[config.mk]
export PLATFORM = sky130hd
export DESIGN_NAME = rgb_pwm
export DESIGN_NICKNAME = d
export VERILOG_FILES = /design/src/rtl/rgb_pwm_pkg.sv /design/src/rtl/rgb_pwm.sv
export SDC_FILE = /design/constraint.sdc
export NUM_CORES = 1
export LEC_CHECK = 0
export CORE_ASPECT_RATIO = 1.75
export CORE_MARGIN = 2
export CORE_UTILIZATION = 45
export DETAILED_ROUTE_END_ITERATION = 12
export GPL_TIMING_DRIVEN = 0
export PLACE_DENSITY = 0.66
export SYNTH_ARGS = -nofsm -noshare
export SYNTH_HDL_FRONTEND = slang
export SYNTH_SLANG_ARGS = --single-unit
[constraint.sdc]
create_clock -name clk -period 3.7 [get_ports clk]
set_input_delay 0.555 -clock clk [delete_from_list [all_inputs] [get_ports clk]]
set_output_delay 0.555 -clock clk [all_outputs]
set_load 0.01 [all_outputs]
[src/rtl/rgb_pwm_pkg.sv]
// rtl/rgb_pwm_pkg.sv - shared constants for the rgb_pwm channel
package rgb_pwm_pkg;

  // Default width of the period counter and of the countmax/hivalue inputs.
  localparam int RGB_PWM_WIDTH = 16;

endpackage

[src/rtl/rgb_pwm.sv]
// rtl/rgb_pwm.sv - single-colour PWM generator with period-boundary shadowing
//
// Free-running period counter compared against a shadowed high-time.
// countmax/hivalue are captured only at period boundaries, so they may be
// changed at any time without producing runt or stretched pulses.
//
// Ports:
//   clk       - single clock, all state changes on its rising edge
//   reset     - synchronous, active-high reset
//   countmax  - requested period in clk cycles (0 = channel disabled)
//   hivalue   - requested high-time in clk cycles
//   outpulse  - PWM output
//   nopulse   - high when the current period has no rising edge on outpulse
module rgb_pwm
  import rgb_pwm_pkg::*;
#(
  parameter int WIDTH = RGB_PWM_WIDTH
) (
  input  logic             clk,
  input  logic             reset,
  input  logic [WIDTH-1:0] countmax,
  input  logic [WIDTH-1:0] hivalue,
  output logic             outpulse,
  output logic             nopulse
);

  localparam logic [WIDTH-1:0] ZERO = '0;
  localparam logic [WIDTH-1:0] ONE  = WIDTH'(1);

  logic [WIDTH-1:0] cnt;
  logic [WIDTH-1:0] per_q;
  logic [WIDTH-1:0] hi_q;
  logic             load;

  // A zero period reloads every cycle, so a disabled channel keeps polling
  // countmax until it becomes nonzero. Otherwise reload on the last count.
  assign load = (per_q == ZERO) || (cnt == (per_q - ONE));

  always_ff @(posedge clk) begin
    if (reset) begin
      cnt   <= '0;
      per_q <= '0;
      hi_q  <= '0;
    end else if (load) begin
      cnt   <= '0;
      per_q <= countmax;
      hi_q  <= hivalue;
    end else begin
      cnt   <= cnt + ONE;
    end
  end

  // Decoded from registers only; no path from countmax/hivalue.
  assign outpulse = (per_q != ZERO) && (cnt < hi_q);
  // hi_q >= per_q means the output is held high across the boundary,
  // so there is no rising edge in the period.
  assign nopulse  = (per_q == ZERO) || (hi_q == ZERO) || (hi_q >= per_q);

endmodule

[Word-level counts from Yosys, hierarchy flattened]
Cells that the tools add are included.
Storage, ports and cells
  bits in registers: 48
  input bits: 34
  output and inout bits: 2
  word-level logic and storage cells: 16
Cells by class
  $add $sub $neg: 2
  magnitude comparators: 2
  equality and inequality tests: 1
  reductions and logical operators: 8
Operator list (number)
  $logic_not A16 Y1: 2
  $add A16 B1 Y16 const B: 1
  $eq A16 B16 Y1: 1
  $ge A16 B16 Y1: 1
  $lt A16 B16 Y1: 1
  $reduce_bool A16 Y1: 1
  $sub A16 B1 Y16 const B: 1
  $logic_or A1 B1 Y1: 3
  $reduce_or A2 Y1: 1
  $logic_and A1 B1 Y1: 1

[Depth between registers and ports, before layout]
  depth in word-level cells: 4
  mapped depth: 12
  depth with buffers taken out: 9

[Least setup slack after synthesis]
Ideal clock, no wire load.
  kind: register -> output
  from: reg per_q[0]
  to: out outpulse
  data arrival time: 2285 ps
  required time: 3145 ps
  setup slack: 860 ps
  cell stages (with the launch flop): 10
  path buffers: 2
  cells stage by stage: dfxtp_1 -> inv_1 -> ha_1 -> or4b_4 -> buf_6 -> nor4_1 -> clkbuf_1 -> nor2_1 -> o211ai_1 -> a21oi_1
Between the ends
  word-level cells in the longest chain between the ends: 2
RTL lines
  start, declared: RTL line rgb_pwm.sv:31  | logic [WIDTH-1:0] per_q;
  start signal, assigned: RTL line rgb_pwm.sv:46  | per_q <= countmax;
  $reduce_bool A16 Y1: RTL line rgb_pwm.sv:54  | assign outpulse = (per_q != ZERO) && (cnt < hi_q);
  $logic_and A1 B1 Y1: RTL line rgb_pwm.sv:54
  end, declared: RTL line rgb_pwm.sv:23  | output logic outpulse,
Every way passes these cells.

[Final worst setup path]
  from: reg per_q[0]
  to: out nopulse
Between the ends
  word-level cells in the longest chain between the ends: 3
  elaborated cells between the ends (all ways): 4
  classes of those cells: order compare: 1; reduce/logical: 3
RTL lines
  branches (longest 2 deep; another with $ge A16 B16 Y1)
  $logic_or A1 B1 Y1 (*): RTL line rgb_pwm.sv:57  | assign nopulse = (per_q == ZERO) || (hi_q == ZERO) || (hi_q >= per_q);
  end, declared: RTL line rgb_pwm.sv:24  | output logic nopulse
Mark *: on every way between the ends.

==> results.txt <==
Run status -> completed
Clock Latency Late Sink -> 0.29 ns
Peak supply drop -> 0.384 mV
Fin area -> 4030 um^2
Core area -> 7280 um^2
Largest net degree at the start of global routing -> 15
RePlAce Congestion -> 0.877
Initial Util -> 0.466
Max Cap Violations -> 0
Critical Path Sink Type -> output port
Arr. time, crit path -> 2.96 ns
CTS tree -> done
Overflow after GRT -> 0
Register bit count reported by yosys -> 48
Layout cells sized above 1 -> 0.121
Drt first-iter violations -> 130
Tmin final -> 3.51 ns
Root buf cell -> clkbuf_16
Library cells used by synthesis -> 54
Most frequent cells in the layout -> dfxtp_1 (48), a21oi_1 (38), o21ai_0 (38)
Reg clk slew, reported paths -> 0.06 ns
Worst min path class -> reg2reg
Dpl cell area -> 3840 um^2
Final nets -> 522
Ys Warns -> 0
Vias in the first global route -> 3110
Vias per cell -> 5.69
Syn_area_per_cell -> 8.26 um^2
Crit path kind -> reg2out
Synth Net Count -> 478
I/O pins -> 36
Reg2Reg Setup Slack -> 0.43 ns
CTS Buf Count -> 5
WP data required -> 3.14 ns
Post-synth design cell area -> 3390 um^2
Gate Count Post-Synth -> 411
Post-detail-place hpwl -> 6930 um
Setup-failing EPs final -> 0
Fin Clk Skew -> 0.00373 ns
Power Density -> 585 nW/um^2
Initial antenna violation count -> 0
Die Y -> 119 um
Die extent in x -> 69.7 um
Drt wl/cell -> 15.9 um
Worst-Margin Slew -> 0.746 ns
Hold Buf Count CTS -> 0
Area occupied by multi-input gates -> 2150 um^2
Maximum clock frequency -> 0.285 GHz
Register area -> 961 um^2
Post-Layout Cell Count -> 542
Filler instances -> 722
Sequential-to-total area share from yosys stat -> 0.283
DP Cell Count -> 531
Min-delay src -> hi_q[11]
Hold Vio Cnt, Final -> 0
Antenna cells -> 0
Post-synth ARST share -> 0
Clk sinks -> 48
Routed Antenna Nets -> 0
Area Growth Syn to Fin -> 18.7%
Most used flip-flop cell after synthesis -> dfxtp_1
1st-pass router iterations -> 4
Worst setup startpoint -> per_q[0]
CTS H-Tree Depth -> 2
Commonest non-fill, non-tap cell in the layout -> dfxtp_1
Max Root-Sink Buffers -> 2
Crit Path Max Fanout -> 9
Num rows -> 41
CP Launch Type -> flop
Leakage -> 1.50 nW
WL final -> 8640 um
Final slew viol count -> 0
DR vias -> 3084
GRT Total Usage -> 0.220
Die area -> 8280 um^2
Number of synthesized flops with an enable pin -> 0
RSZ-0062 raised after global routing -> false
First-pass GRT wire length -> 14600 um
R2r startpoint -> per_q[0]
# port buffers -> 34
# DRC -> 0
Final period util -> 0.949
Slew HR -> 0.499
==> final timing paths <==
| path | endpoint | depth (start not counted) |
|---|---|---|
| max | nopulse | 9 |
| min | hi_q[11] | 2 |
| max reg2reg | cnt[8] | 12 |
| min reg2reg | hi_q[11] | 2 |
==> synthesized netlist by cell type, types with 10 or more instances <==
library cell,number,area share
nor3_1,10,0.015
clkbuf_1,10,0.011
o21ai_0,38,0.056
inv_1,34,0.038
xor2_1,14,0.036
dfxtp_1,48,0.28
nand3_1,14,0.021
nand2_1,16,0.018
ha_1,33,0.12
xnor2_1,15,0.039
a21o_1,11,0.024
a21oi_1,38,0.056
nor2_1,26,0.029
nand3_2,21,0.062
==> final cells by class <==
cell class                      instances  area share
Inverter                               34      0.0317
Multi-Input combinational cell        303       0.534
Timing Repair Buffer                   37      0.0897
Tap cell                               86      0.0267
Buffer                                 26      0.0422
Clock inverter                          1     0.00186
Clock buffer                            7      0.0354
Sequential cell                        48       0.238
==> per-layer routing <==
metal,vias up,part of all wire,GRT usage
li1,1541,-,-
met4,0,0.059,0.130
met3,34,0.033,0.0389
met2,73,0.50,0.390
met5,-,0,0
met1,1436,0.40,0.241
==> kinds of logic after synthesis <==
| kind of cell | count (synthesis) | synth area share |
|---|---|---|
| AO/OA/AOI/OAI | 110 | 0.190 |
| XOR/XNOR | 30 | 0.0815 |
| adder cells (fa/ha/maj) | 33 | 0.122 |
| buffers and inverters | 60 | 0.0874 |
| flip-flops | 48 | 0.283 |
| multiplexers | 1 | 0.00332 |
| AND/OR/NAND/NOR | 129 | 0.233 |
==> flip-flops by register name, summed over array words and instances, names as in the netlist <==
register	cells
cnt	16
hi_q	16
per_q	16
==> power breakdown <==
part	internal (mW)	leakage, nW	switching [mW]
registers	0.590	0.391	0.106
clock network	0.269	0.0701	0.195
logic	0.550	1.04	0.647
==> stage by stage <==
| step | power [mW] | TNS, ns | util | hold slack, ns | setup slack [ns] |
|---|---|---|---|---|---|
| after floorplan | 1.52 | 0 | - | 0.455 | 0.860 |
| after global placement | 1.83 | -0.235 | 0.527 | 0.499 | -0.235 |
| after detailed placement | 1.86 | -0.196 | 0.527 | 0.508 | -0.196 |
| after CTS | 2.34 | 0 | 0.550 | 0.523 | 0.00573 |
| after global routing | 2.54 | 0 | 0.553 | 0.534 | 0.0284 |
| final | 2.36 | 0 | 0.553 | 0.519 | 0.188 |
==> repair_timing <==
| action | in CTS | in global routing |
|---|---|---|
| pin swaps | 0 | 1 |
| cloned | 0 | 0 |
| setup buffers | 0 | 3 |
| setup endpoints to repair | 2 | 1 |
| resized for setup | 4 | 0 |
==> critical path, cell delays in order, from the launching register on <==
cell           delay [ns]
dfxtp_1              0.41
inv_1                0.10
ha_1                 0.24
or4b_4               0.48
buf_6                0.16
or4_1                0.49
buf_2                0.21
o2111a_1             0.17
o21ai_0              0.10
dlygate4sd2_1        0.30
No activity file was read; power rests on OpenSTA's default activity.
